`src/rtl/cv32e40px_fp_noncomp_resp_pkg.sv`:
```
// Shared FPU package: operation codes, sub-op encodings, status flags and response payload
// for the non-computational FP response unit.
package cv32e40px_fp_noncomp_resp_pkg;

    typedef enum logic [3:0] {
        FMADD, FNMSUB, ADD, MUL, DIV, SQRT, SGNJ, MINMAX, CMP, CLASSIFY,
        F2F, F2I, I2F, CPKAB, CPKCD
    } operation_e;

    localparam logic [2:0] RM_SGNJ_NORMAL = 3'b000;
    localparam logic [2:0] RM_SGNJ_NEG    = 3'b001;
    localparam logic [2:0] RM_SGNJ_XOR    = 3'b010;

    localparam logic [2:0] RM_MIN = 3'b000;
    localparam logic [2:0] RM_MAX = 3'b001;

    localparam logic [2:0] RM_FLE = 3'b000;
    localparam logic [2:0] RM_FLT = 3'b001;
    localparam logic [2:0] RM_FEQ = 3'b010;

    localparam logic [31:0] CANON_NAN = 32'h7FC0_0000;

    localparam int unsigned CLS_NEG_INF  = 0;
    localparam int unsigned CLS_NEG_NORM = 1;
    localparam int unsigned CLS_NEG_SUB  = 2;
    localparam int unsigned CLS_NEG_ZERO = 3;
    localparam int unsigned CLS_POS_ZERO = 4;
    localparam int unsigned CLS_POS_SUB  = 5;
    localparam int unsigned CLS_POS_NORM = 6;
    localparam int unsigned CLS_POS_INF  = 7;
    localparam int unsigned CLS_SNAN     = 8;
    localparam int unsigned CLS_QNAN     = 9;

    typedef struct packed {
        logic nv;
        logic dz;
        logic of;
        logic uf;
        logic nx;
    } status_t;

    localparam status_t FLAGS_NONE = 5'b00000;
    localparam status_t FLAGS_NV   = 5'b10000;

    typedef struct packed {
        logic [31:0] result;
        status_t     flags;
    } resp_t;

endpackage

```
`src/rtl/cv32e40px_fp_noncomp_core.sv`:
```
// Combinational FP32 sign-injection, min/max, compare and classify.
// CLASSIFY is only built when CV32E40PX_FP_CLASSIFY_EN is defined; otherwise it is illegal.
module cv32e40px_fp_noncomp_core
    import cv32e40px_fp_noncomp_resp_pkg::*;
(
    input  logic [3:0]  op_i,
    input  logic [2:0]  rm_i,
    input  logic [31:0] a_i,
    input  logic [31:0] b_i,
    output logic [31:0] result_o,
    output status_t     flags_o
);

    logic a_nan, b_nan, a_snan, b_snan;
    logic both_zero, raw_lt, cmp_lt, cmp_eq;

    assign a_nan  = (a_i[30:23] == 8'hFF) && (a_i[22:0] != '0);
    assign b_nan  = (b_i[30:23] == 8'hFF) && (b_i[22:0] != '0);
    assign a_snan = a_nan && !a_i[22];
    assign b_snan = b_nan && !b_i[22];

    assign both_zero = (a_i[30:0] == '0) && (b_i[30:0] == '0);

    // Sign-magnitude ordering that places -0 below +0; compares treat the zeros as equal.
    always_comb begin
        if (a_i[31] != b_i[31]) begin
            raw_lt = a_i[31];
        end else if (!a_i[31]) begin
            raw_lt = a_i[30:0] < b_i[30:0];
        end else begin
            raw_lt = a_i[30:0] > b_i[30:0];
        end
    end

    assign cmp_lt = raw_lt && !both_zero;
    assign cmp_eq = (a_i == b_i) || both_zero;

`ifdef CV32E40PX_FP_CLASSIFY_EN
    logic [9:0] cls_mask;
    logic       exp_ones, exp_zero, man_zero;

    assign exp_ones = a_i[30:23] == 8'hFF;
    assign exp_zero = a_i[30:23] == 8'h00;
    assign man_zero = a_i[22:0] == '0;

    always_comb begin
        cls_mask               = '0;
        cls_mask[CLS_NEG_INF]  = a_i[31] && exp_ones && man_zero;
        cls_mask[CLS_NEG_NORM] = a_i[31] && !exp_ones && !exp_zero;
        cls_mask[CLS_NEG_SUB]  = a_i[31] && exp_zero && !man_zero;
        cls_mask[CLS_NEG_ZERO] = a_i[31] && exp_zero && man_zero;
        cls_mask[CLS_POS_ZERO] = !a_i[31] && exp_zero && man_zero;
        cls_mask[CLS_POS_SUB]  = !a_i[31] && exp_zero && !man_zero;
        cls_mask[CLS_POS_NORM] = !a_i[31] && !exp_ones && !exp_zero;
        cls_mask[CLS_POS_INF]  = !a_i[31] && exp_ones && man_zero;
        cls_mask[CLS_SNAN]     = a_snan;
        cls_mask[CLS_QNAN]     = a_nan && a_i[22];
    end
`endif

    always_comb begin
        result_o = '0;
        flags_o  = FLAGS_NONE;
        case (operation_e'(op_i))
            SGNJ: begin
                case (rm_i)
                    RM_SGNJ_NORMAL: result_o = {b_i[31], a_i[30:0]};
                    RM_SGNJ_NEG:    result_o = {~b_i[31], a_i[30:0]};
                    RM_SGNJ_XOR:    result_o = {a_i[31] ^ b_i[31], a_i[30:0]};
                    default:        flags_o  = FLAGS_NV;
                endcase
            end
            MINMAX: begin
                if (rm_i == RM_MIN || rm_i == RM_MAX) begin
                    flags_o.nv = a_snan | b_snan;
                    if (a_nan && b_nan) begin
                        result_o = CANON_NAN;
                    end else if (a_nan) begin
                        result_o = b_i;
                    end else if (b_nan) begin
                        result_o = a_i;
                    end else if (rm_i == RM_MIN) begin
                        result_o = raw_lt ? a_i : b_i;
                    end else begin
                        result_o = raw_lt ? b_i : a_i;
                    end
                end else begin
                    flags_o = FLAGS_NV;
                end
            end
            CMP: begin
                case (rm_i)
                    RM_FLE: begin
                        flags_o.nv  = a_nan | b_nan;
                        result_o[0] = !(a_nan || b_nan) && (cmp_lt || cmp_eq);
                    end
                    RM_FLT: begin
                        flags_o.nv  = a_nan | b_nan;
                        result_o[0] = !(a_nan || b_nan) && cmp_lt;
                    end
                    RM_FEQ: begin
                        flags_o.nv  = a_snan | b_snan;
                        result_o[0] = !(a_nan || b_nan) && cmp_eq;
                    end
                    default: flags_o = FLAGS_NV;
                endcase
            end
`ifdef CV32E40PX_FP_CLASSIFY_EN
            CLASSIFY: result_o = {22'd0, cls_mask};
`endif
            default: flags_o = FLAGS_NV;
        endcase
    end

endmodule

```
`src/rtl/cv32e40px_fp_noncomp_resp.sv`:
```
// Non-computational FP response unit: grant/outstanding handshake, LATENCY-deep result pipe
// and 2-entry output FIFO. Optional CLASSIFY via macro CV32E40PX_FP_CLASSIFY_EN.
module cv32e40px_fp_noncomp_resp
    import cv32e40px_fp_noncomp_resp_pkg::*;
#(
    parameter int unsigned LATENCY = 1  // legal range 1..3
) (
    input  logic        clk,
    input  logic        rst,
    input  logic        flush_i,
    input  logic        apu_req_i,
    output logic        apu_gnt_o,
    input  logic [3:0]  apu_op_i,
    input  logic [2:0]  apu_rm_i,
    input  logic [31:0] apu_a_i,
    input  logic [31:0] apu_b_i,
    output logic        apu_rvalid_o,
    input  logic        apu_rready_i,
    output logic [31:0] apu_result_o,
    output logic [4:0]  apu_flags_o
);

    resp_t       core_resp;
    logic        pop;
    logic        push;
    resp_t       push_data;
    logic [1:0]  outst_q;
    logic [1:0]  fifo_cnt_q;
    logic        wptr_q, rptr_q;
    resp_t       fifo_mem_q [2];

    cv32e40px_fp_noncomp_core u_core (
        .op_i     (apu_op_i),
        .rm_i     (apu_rm_i),
        .a_i      (apu_a_i),
        .b_i      (apu_b_i),
        .result_o (core_resp.result),
        .flags_o  (core_resp.flags)
    );

    assign pop       = apu_rvalid_o & apu_rready_i;
    assign apu_gnt_o = apu_req_i & ~flush_i & ~rst & ((outst_q < 2'd2) | pop);

    // The FIFO write is the last of the LATENCY stages, so LATENCY-1 pipe registers precede it.
    if (LATENCY == 1) begin : g_direct
        assign push      = apu_gnt_o;
        assign push_data = core_resp;
    end else begin : g_pipe
        logic [LATENCY-2:0] vld_q;
        resp_t              data_q [LATENCY-1];

        always_ff @(posedge clk) begin
            if (rst || flush_i) begin
                vld_q <= '0;
            end else begin
                vld_q[0] <= apu_gnt_o;
                for (int s = 1; s < int'(LATENCY) - 1; s++) begin
                    vld_q[s] <= vld_q[s-1];
                end
            end
        end

        always_ff @(posedge clk) begin
            data_q[0] <= core_resp;
            for (int s = 1; s < int'(LATENCY) - 1; s++) begin
                data_q[s] <= data_q[s-1];
            end
        end

        assign push      = vld_q[LATENCY-2];
        assign push_data = data_q[LATENCY-2];
    end

    // Outstanding never exceeds 2, so the FIFO cannot overflow.
    always_ff @(posedge clk) begin
        if (rst || flush_i) begin
            wptr_q     <= 1'b0;
            rptr_q     <= 1'b0;
            fifo_cnt_q <= 2'd0;
            outst_q    <= 2'd0;
        end else begin
            if (push) begin
                wptr_q <= ~wptr_q;
            end
            if (pop) begin
                rptr_q <= ~rptr_q;
            end
            fifo_cnt_q <= fifo_cnt_q + 2'(push) - 2'(pop);
            outst_q    <= outst_q + 2'(apu_gnt_o) - 2'(pop);
        end
    end

    always_ff @(posedge clk) begin
        if (push) begin
            fifo_mem_q[wptr_q] <= push_data;
        end
    end

    assign apu_rvalid_o = fifo_cnt_q != 2'd0;
    assign apu_result_o = apu_rvalid_o ? fifo_mem_q[rptr_q].result : 32'd0;
    assign apu_flags_o  = apu_rvalid_o ? fifo_mem_q[rptr_q].flags : 5'd0;

endmodule

```
`config.mk`:
```
export PLATFORM = sky130hd
export DESIGN_NAME = cv32e40px_fp_noncomp_resp
export DESIGN_NICKNAME = d
export VERILOG_FILES = /design/src/rtl/cv32e40px_fp_noncomp_resp_pkg.sv /design/src/rtl/cv32e40px_fp_noncomp_core.sv /design/src/rtl/cv32e40px_fp_noncomp_resp.sv
export SDC_FILE = /design/constraint.sdc
export NUM_CORES = 1
export LEC_CHECK = 0
export CAP_MARGIN = 20
export CORE_MARGIN = 3
export CORE_UTILIZATION = 54
export DETAILED_ROUTE_END_ITERATION = 7
export MAX_ROUTING_LAYER = met4
export PLACE_DENSITY = 0.87
export SLEW_MARGIN = 10
export SYNTH_ARGS = -nofsm -noshare
export SYNTH_HDL_FRONTEND = slang
export SYNTH_SLANG_ARGS = --single-unit
```
`constraint.sdc`:
```
create_clock -name clk -period 4.79 [get_ports clk]
set_clock_uncertainty 0.2 [all_clocks]
set_input_delay 0.958 -clock clk [delete_from_list [all_inputs] [get_ports clk]]
set_output_delay 0.958 -clock clk [all_outputs]
set_load 0.02 [all_outputs]
```
# ---- After elaboration in Yosys (flattened, before gate mapping)
# Memory sizes are Yosys's and may differ from the RTL's. A register that Yosys moved wholly into a read port is not among the register bits.
# Cells that the tools add are included.
dict set report totals {
  out_inout_bits 39
  ram_bits 74
  memories 1
  inputBits 76
  register_bits 6
}
dict set report classes {
  n_mux 23
  add_sub_neg 4
  order_cmp 3
  n_reduce_logical 27
  n_bitwise 13
  eq_ne 9
}
# name depth width read_ports rd_clocked_by_memory_dff write_ports line_no
set mem_list {}
lappend mem_list {fifo_mem_q 2 37 1 1 1 cv32e40px_fp_noncomp_resp.sv:30} ;# resp_t fifo_mem_q [2];
# op n
set op_table {}
lappend op_table {{32-bit two-way mux} 8}
lappend op_table {{32-bit one-hot mux with 3 select lines} 1}
lappend op_table {{31-bit logical NOT} 2}
lappend op_table {{31-bit one-hot mux with 2 select lines} 1}
lappend op_table {{23-bit nonzero test} 2}
lappend op_table {{32-bit == test} 1}
lappend op_table {{31-bit > comparator} 1}
lappend op_table {{31-bit < comparator} 1}
lappend op_table {{8-bit == test (second input constant)} 2}
lappend op_table {{5-bit one-hot mux with 3 select lines} 1}
lappend op_table {{1-bit logical AND} 10}
lappend op_table {{5-bit two-way mux} 2}
lappend op_table {{4-bit by 3-bit == test with 1-bit output (second input constant)} 2}
lappend op_table {{1-bit two-way mux} 7}
lappend op_table {{1-bit one-hot mux with 3 select lines} 2}
lappend op_table {{1-bit logical OR} 5}
lappend op_table {{1-bit inverter} 5}
lappend op_table {{2-bit by 1-bit adder with 2-bit output} 2}
lappend op_table {{1-bit bitwise AND} 4}
lappend op_table {{4-bit == test (second input constant)} 1}
lappend op_table {{1-bit logical NOT} 4}
lappend op_table {{2-bit by 1-bit subtractor with 2-bit output} 2}
lappend op_table {{3-bit by 1-bit == test with 1-bit output (second input constant)} 1}
lappend op_table {{3-bit by 2-bit == test with 1-bit output (second input constant)} 1}
lappend op_table {{other kinds (9)} 11}

# ---- Longest topological paths before layout
dict set report logic_depth {
  word_depth 10
  depth_mapped 12
  depth_no_buf 11
}

# ---- Hierarchy
# From an unflattened synthesis, not the netlist that was laid out.
dict set report unflattened {
  cells_unflattened 445
  hier_area_um2 4845.9
}
# mod n_inst area_per_inst_um2 seq_area_each_um2 cells_each
set by_module_without_submodules {}
lappend by_module_without_submodules {cv32e40px_fp_noncomp_resp 1 3159.3 2362.3 203}
lappend by_module_without_submodules {cv32e40px_fp_noncomp_core 1 1686.6 0.0 242}

# ---- Least setup slack after synthesis
# Ideal clock, no wire load.
dict set report synth_path {
  path_type {input to register}
  startpoint {input port flush_i}
  endpoint {memory fifo_mem_q[0][10] (netlist bit), enable pin}
  stages 4
  arrival_time_ps 3291
  t_required_ps 4163
  setup_time_ps 427
  path_slack_ps 872
  cell_sequence {nor2_1 nand2_1 a21oi_1 nor2b_1}
}
dict set report synth_between {
  elab_chain_cells 6
}
# element line_no
set synth_lines {}
lappend synth_lines {{start, declared} cv32e40px_fp_noncomp_resp.sv:10} ;# input logic flush_i,
lappend synth_lines {{1-bit inverter} cv32e40px_fp_noncomp_resp.sv:42} ;# assign apu_gnt_o = apu_req_i & ~flush_i & ~rst & ((outst_q < 2'd2) | pop);
lappend synth_lines {{1-bit bitwise AND (3 in series)} cv32e40px_fp_noncomp_resp.sv:42}
lappend synth_lines {{via apu_gnt_o} cv32e40px_fp_noncomp_resp.sv:12} ;# output logic apu_gnt_o,
lappend synth_lines {{1-bit two-way mux} cv32e40px_fp_noncomp_resp.sv:94} ;# if (push) begin
lappend synth_lines {{1-bit two-way mux (implied by the code)} cv32e40px_fp_noncomp_resp.sv:95} ;# fifo_mem_q[wptr_q] <= push_data;
lappend synth_lines {{end, declared} cv32e40px_fp_noncomp_resp.sv:30}
# The timed path passes the listed nets, and every way through them passes these cells.

==> metrics <==
status finished clean; nets 637; routed len/inst 18.5 um; number of buffers added on ports 110; Initial Utilization 0.571; FF+latch count, synth 73; Hold Violations, Final 0; Req. time, crit path 4.69 ns; hold depth 2; Sink Count 73; Logic pwr share 0.176; Pwr per Cell Area 235 nW/um^2; Setup-failing EPs final 0; Yosys top cell area share 0.435; setup bufs post-CTS 0; Crit-path slowest cell clkdlybuf4s50_1; Yosys top cell by area edfxtp_1; sequential share of power 0.499; cells resized by post-CTS repair 0; min Tclk post-route 4.31 ns; max_cap viols 0; arrival time worst endpoint 4.21 ns; antenna viol nets, final 0; Synth Area in Simple Gates 0.156; H-tree depth 3; switching share of power 0.263; CP Max Fanout 10; Synth Instances 409; critical path's top delay family compound AO/OA/AOI/OAI gates; HP Class flop to flop; Total Wirelength 11700 um; Root Buffer clkbuf_8; Worst R2R Start fifo_cnt_q[1]; layout cells sized above 1 0.0794; number of placed I/O pins 115; r2r setup slk 2.22 ns; Fill cells 550; cell depth of the worst setup path 13; CTS clk-pin slew, worst paths 0.08 ns; Post-Synth XOR/XNOR Area 0.0135; die area 9570 um^2; yosys warns 0; Site Rows 32; average vias per placed instance 5.99; Synth Cell Area 4550 um^2; vias in the first global route 3811; Critical R2R Capture fifo_mem_q[0][24]; initial antenna violation count 0; latest clock arrival within the worst-skew pair 0.35 ns; hold-fix buffers at CTS 0; Netlist cell types 54; largest net degree at the start of global routing 35; Compound-Gate Fraction of Synth Area 0.129; clock power share 0.325; Tot GR Track Use 0.253; area delta synth->final 30.7%; maximum VDD drop 0.136 mV; Num CTS Buffers 9; leading post-synthesis cells by cell area edfxtp_1 44%, ha_1 10%, mux2i_1 7.3%; number of synthesized flops with an enable pin 66; register area share after synthesis 0.466; # DRC 0; dpl cells 615; CP Class input port to flop; first-pass GRT wire length 18500 um; most used cell, CP inv_1; antenna diode count 0; FFs w/ async S/R, synth 0; syn avg cell area 11.1 um^2; slew of the pin with the lowest slew margin 1.06 ns; worst hold path endpoint rptr_q; DR vias 3780; Slew Viols, Final 0; global placer's final weighted congestion 0.959; most frequent cells after synthesis 66 x edfxtp_1, 43 x nor2_1, 41 x inv_1; die extent in y 97.8 um; Lkg Pwr 0.00220 uW; DRT iter0 DRCs 278; R2R depth 7; RSZ-0062 raised after global routing false; final cell count without fillers 631; Max-slew headroom 0.291; crit path buf inv count 4; Most used DFF post-synth edfxtp_1; Pwr Total 1400 uW; CTS tree built; post-synthesis mux area share 0.0726; NetSw 368 uW; cell with the most instances after synthesis edfxtp_1; Critical Path Source Type input port; CP endpoint kind flop; Die Wd 97.8 um; gr ovfl total 0; hold_sp rptr_q; post-synthesis adder-cell area fraction 0.102; Core Area 7970 um^2; Max stage delay on crit path 0.55 ns; Final Util 0.747; f_max 232 MHz; WHS 0.361 ns; final worst-path cycle share 0.901; crit-path cells clkdlybuf4s50_1 > inv_1 > ha_1 > nand4_1 > inv_1 > a221oi_1 > o31ai_1 > a211o_2 > and3_1 > o31ai_2 > o32ai_4 > buf_4 > a22o_1; CTS Buffer Depth 2; drt pass-1 iters 5; setup TNS 0 ns; main combinational cell family by area after synthesis simple AND/OR/NAND/NOR gates; HPWL Detailed 8840 um; internal power 1030 uW
## cells by family after synthesis
group | Yosys count
and+or+nand+nor | 126
adders and majority gates | 37
DFF | 73
other | 1
xor gates and xnor gates | 7
buffers and inverters | 59
muxes | 33
AOI/OAI and AO/OA | 73
## through the flow
step,worst slack (ns),instance area (um^2)
after global routing,0.398,5950
after detailed placement,0.151,5770
after floorplan,0.872,4560
after CTS,0.488,5950
after global placement,0.303,5770
final,0.476,5950
## worst max path at each step
stage	from	to	slack, ns
CTS	apu_b_i[14]	fifo_mem_q[1][13]	0.49
detailed placement	apu_b_i[12]	fifo_mem_q[0][13]	0.15
finish	apu_b_i[14]	fifo_mem_q[1][13]	0.48
global placement	apu_b_i[13]	fifo_mem_q[1][6]	0.30
floorplan	flush_i	fifo_mem_q[0][10]	0.87
global route	apu_b_i[14]	fifo_mem_q[1][13]	0.40
## routing by layer
metal,vias up,wire length [um],track usage,share of wire
met5,-,0,-,0
met1,1789,4670,0.299,0.40
met3,37,853,0.0450,0.073
met4,0,342,0.0927,0.029
met2,190,5800,0.433,0.50
li1,1764,-,-,-
## power by group through the flow
| stage | clock network (uW) | logic, uW | registers (uW) |
|---|---|---|---|
| floorplan | 0 | 119 | 712 |
| global placement | 0 | 234 | 713 |
| detailed placement | 0 | 242 | 714 |
| CTS | 463 | 244 | 699 |
| global route | 486 | 267 | 700 |
| finish | 455 | 246 | 699 |
## cell usage in the layout (no fill, tap or decap), drive strengths merged, types with 7 or more instances in the layout
cell type	n
edfxtp	66
dfxtp	7
nor2	43
mux2i	33
nand4	13
ha	37
clkdlybuf4s50	110
inv	43
a22o	30
clkbuf	12
nor3	10
nor4	16
buf	9
nand2	15
a21oi	16
## state kept, by name (all words and copies together) (netlist names), named ones only
signal,count
fifo_cnt_q,2
outst_q,2
fifo_mem_q,66
wptr_q,1
rptr_q,1
## final cells by class
cell class	count	area, um^2	area share
repair buffers	119	1180	0.199
flip-flops and latches	73	2120	0.357
well taps	102	128	0.0215
multi-input cells	280	2180	0.367
clock buffers	12	155	0.0261
clock inverters	4	26.3	0.00442
inverters	41	154	0.0259
## worst min-delay path, cell delays in order (launching register included)
cell and delay, ns:
dfxtp_1 0.33, xor2_1 0.08, nor3_1 0.11
Power figures use the tool's default switching activity.
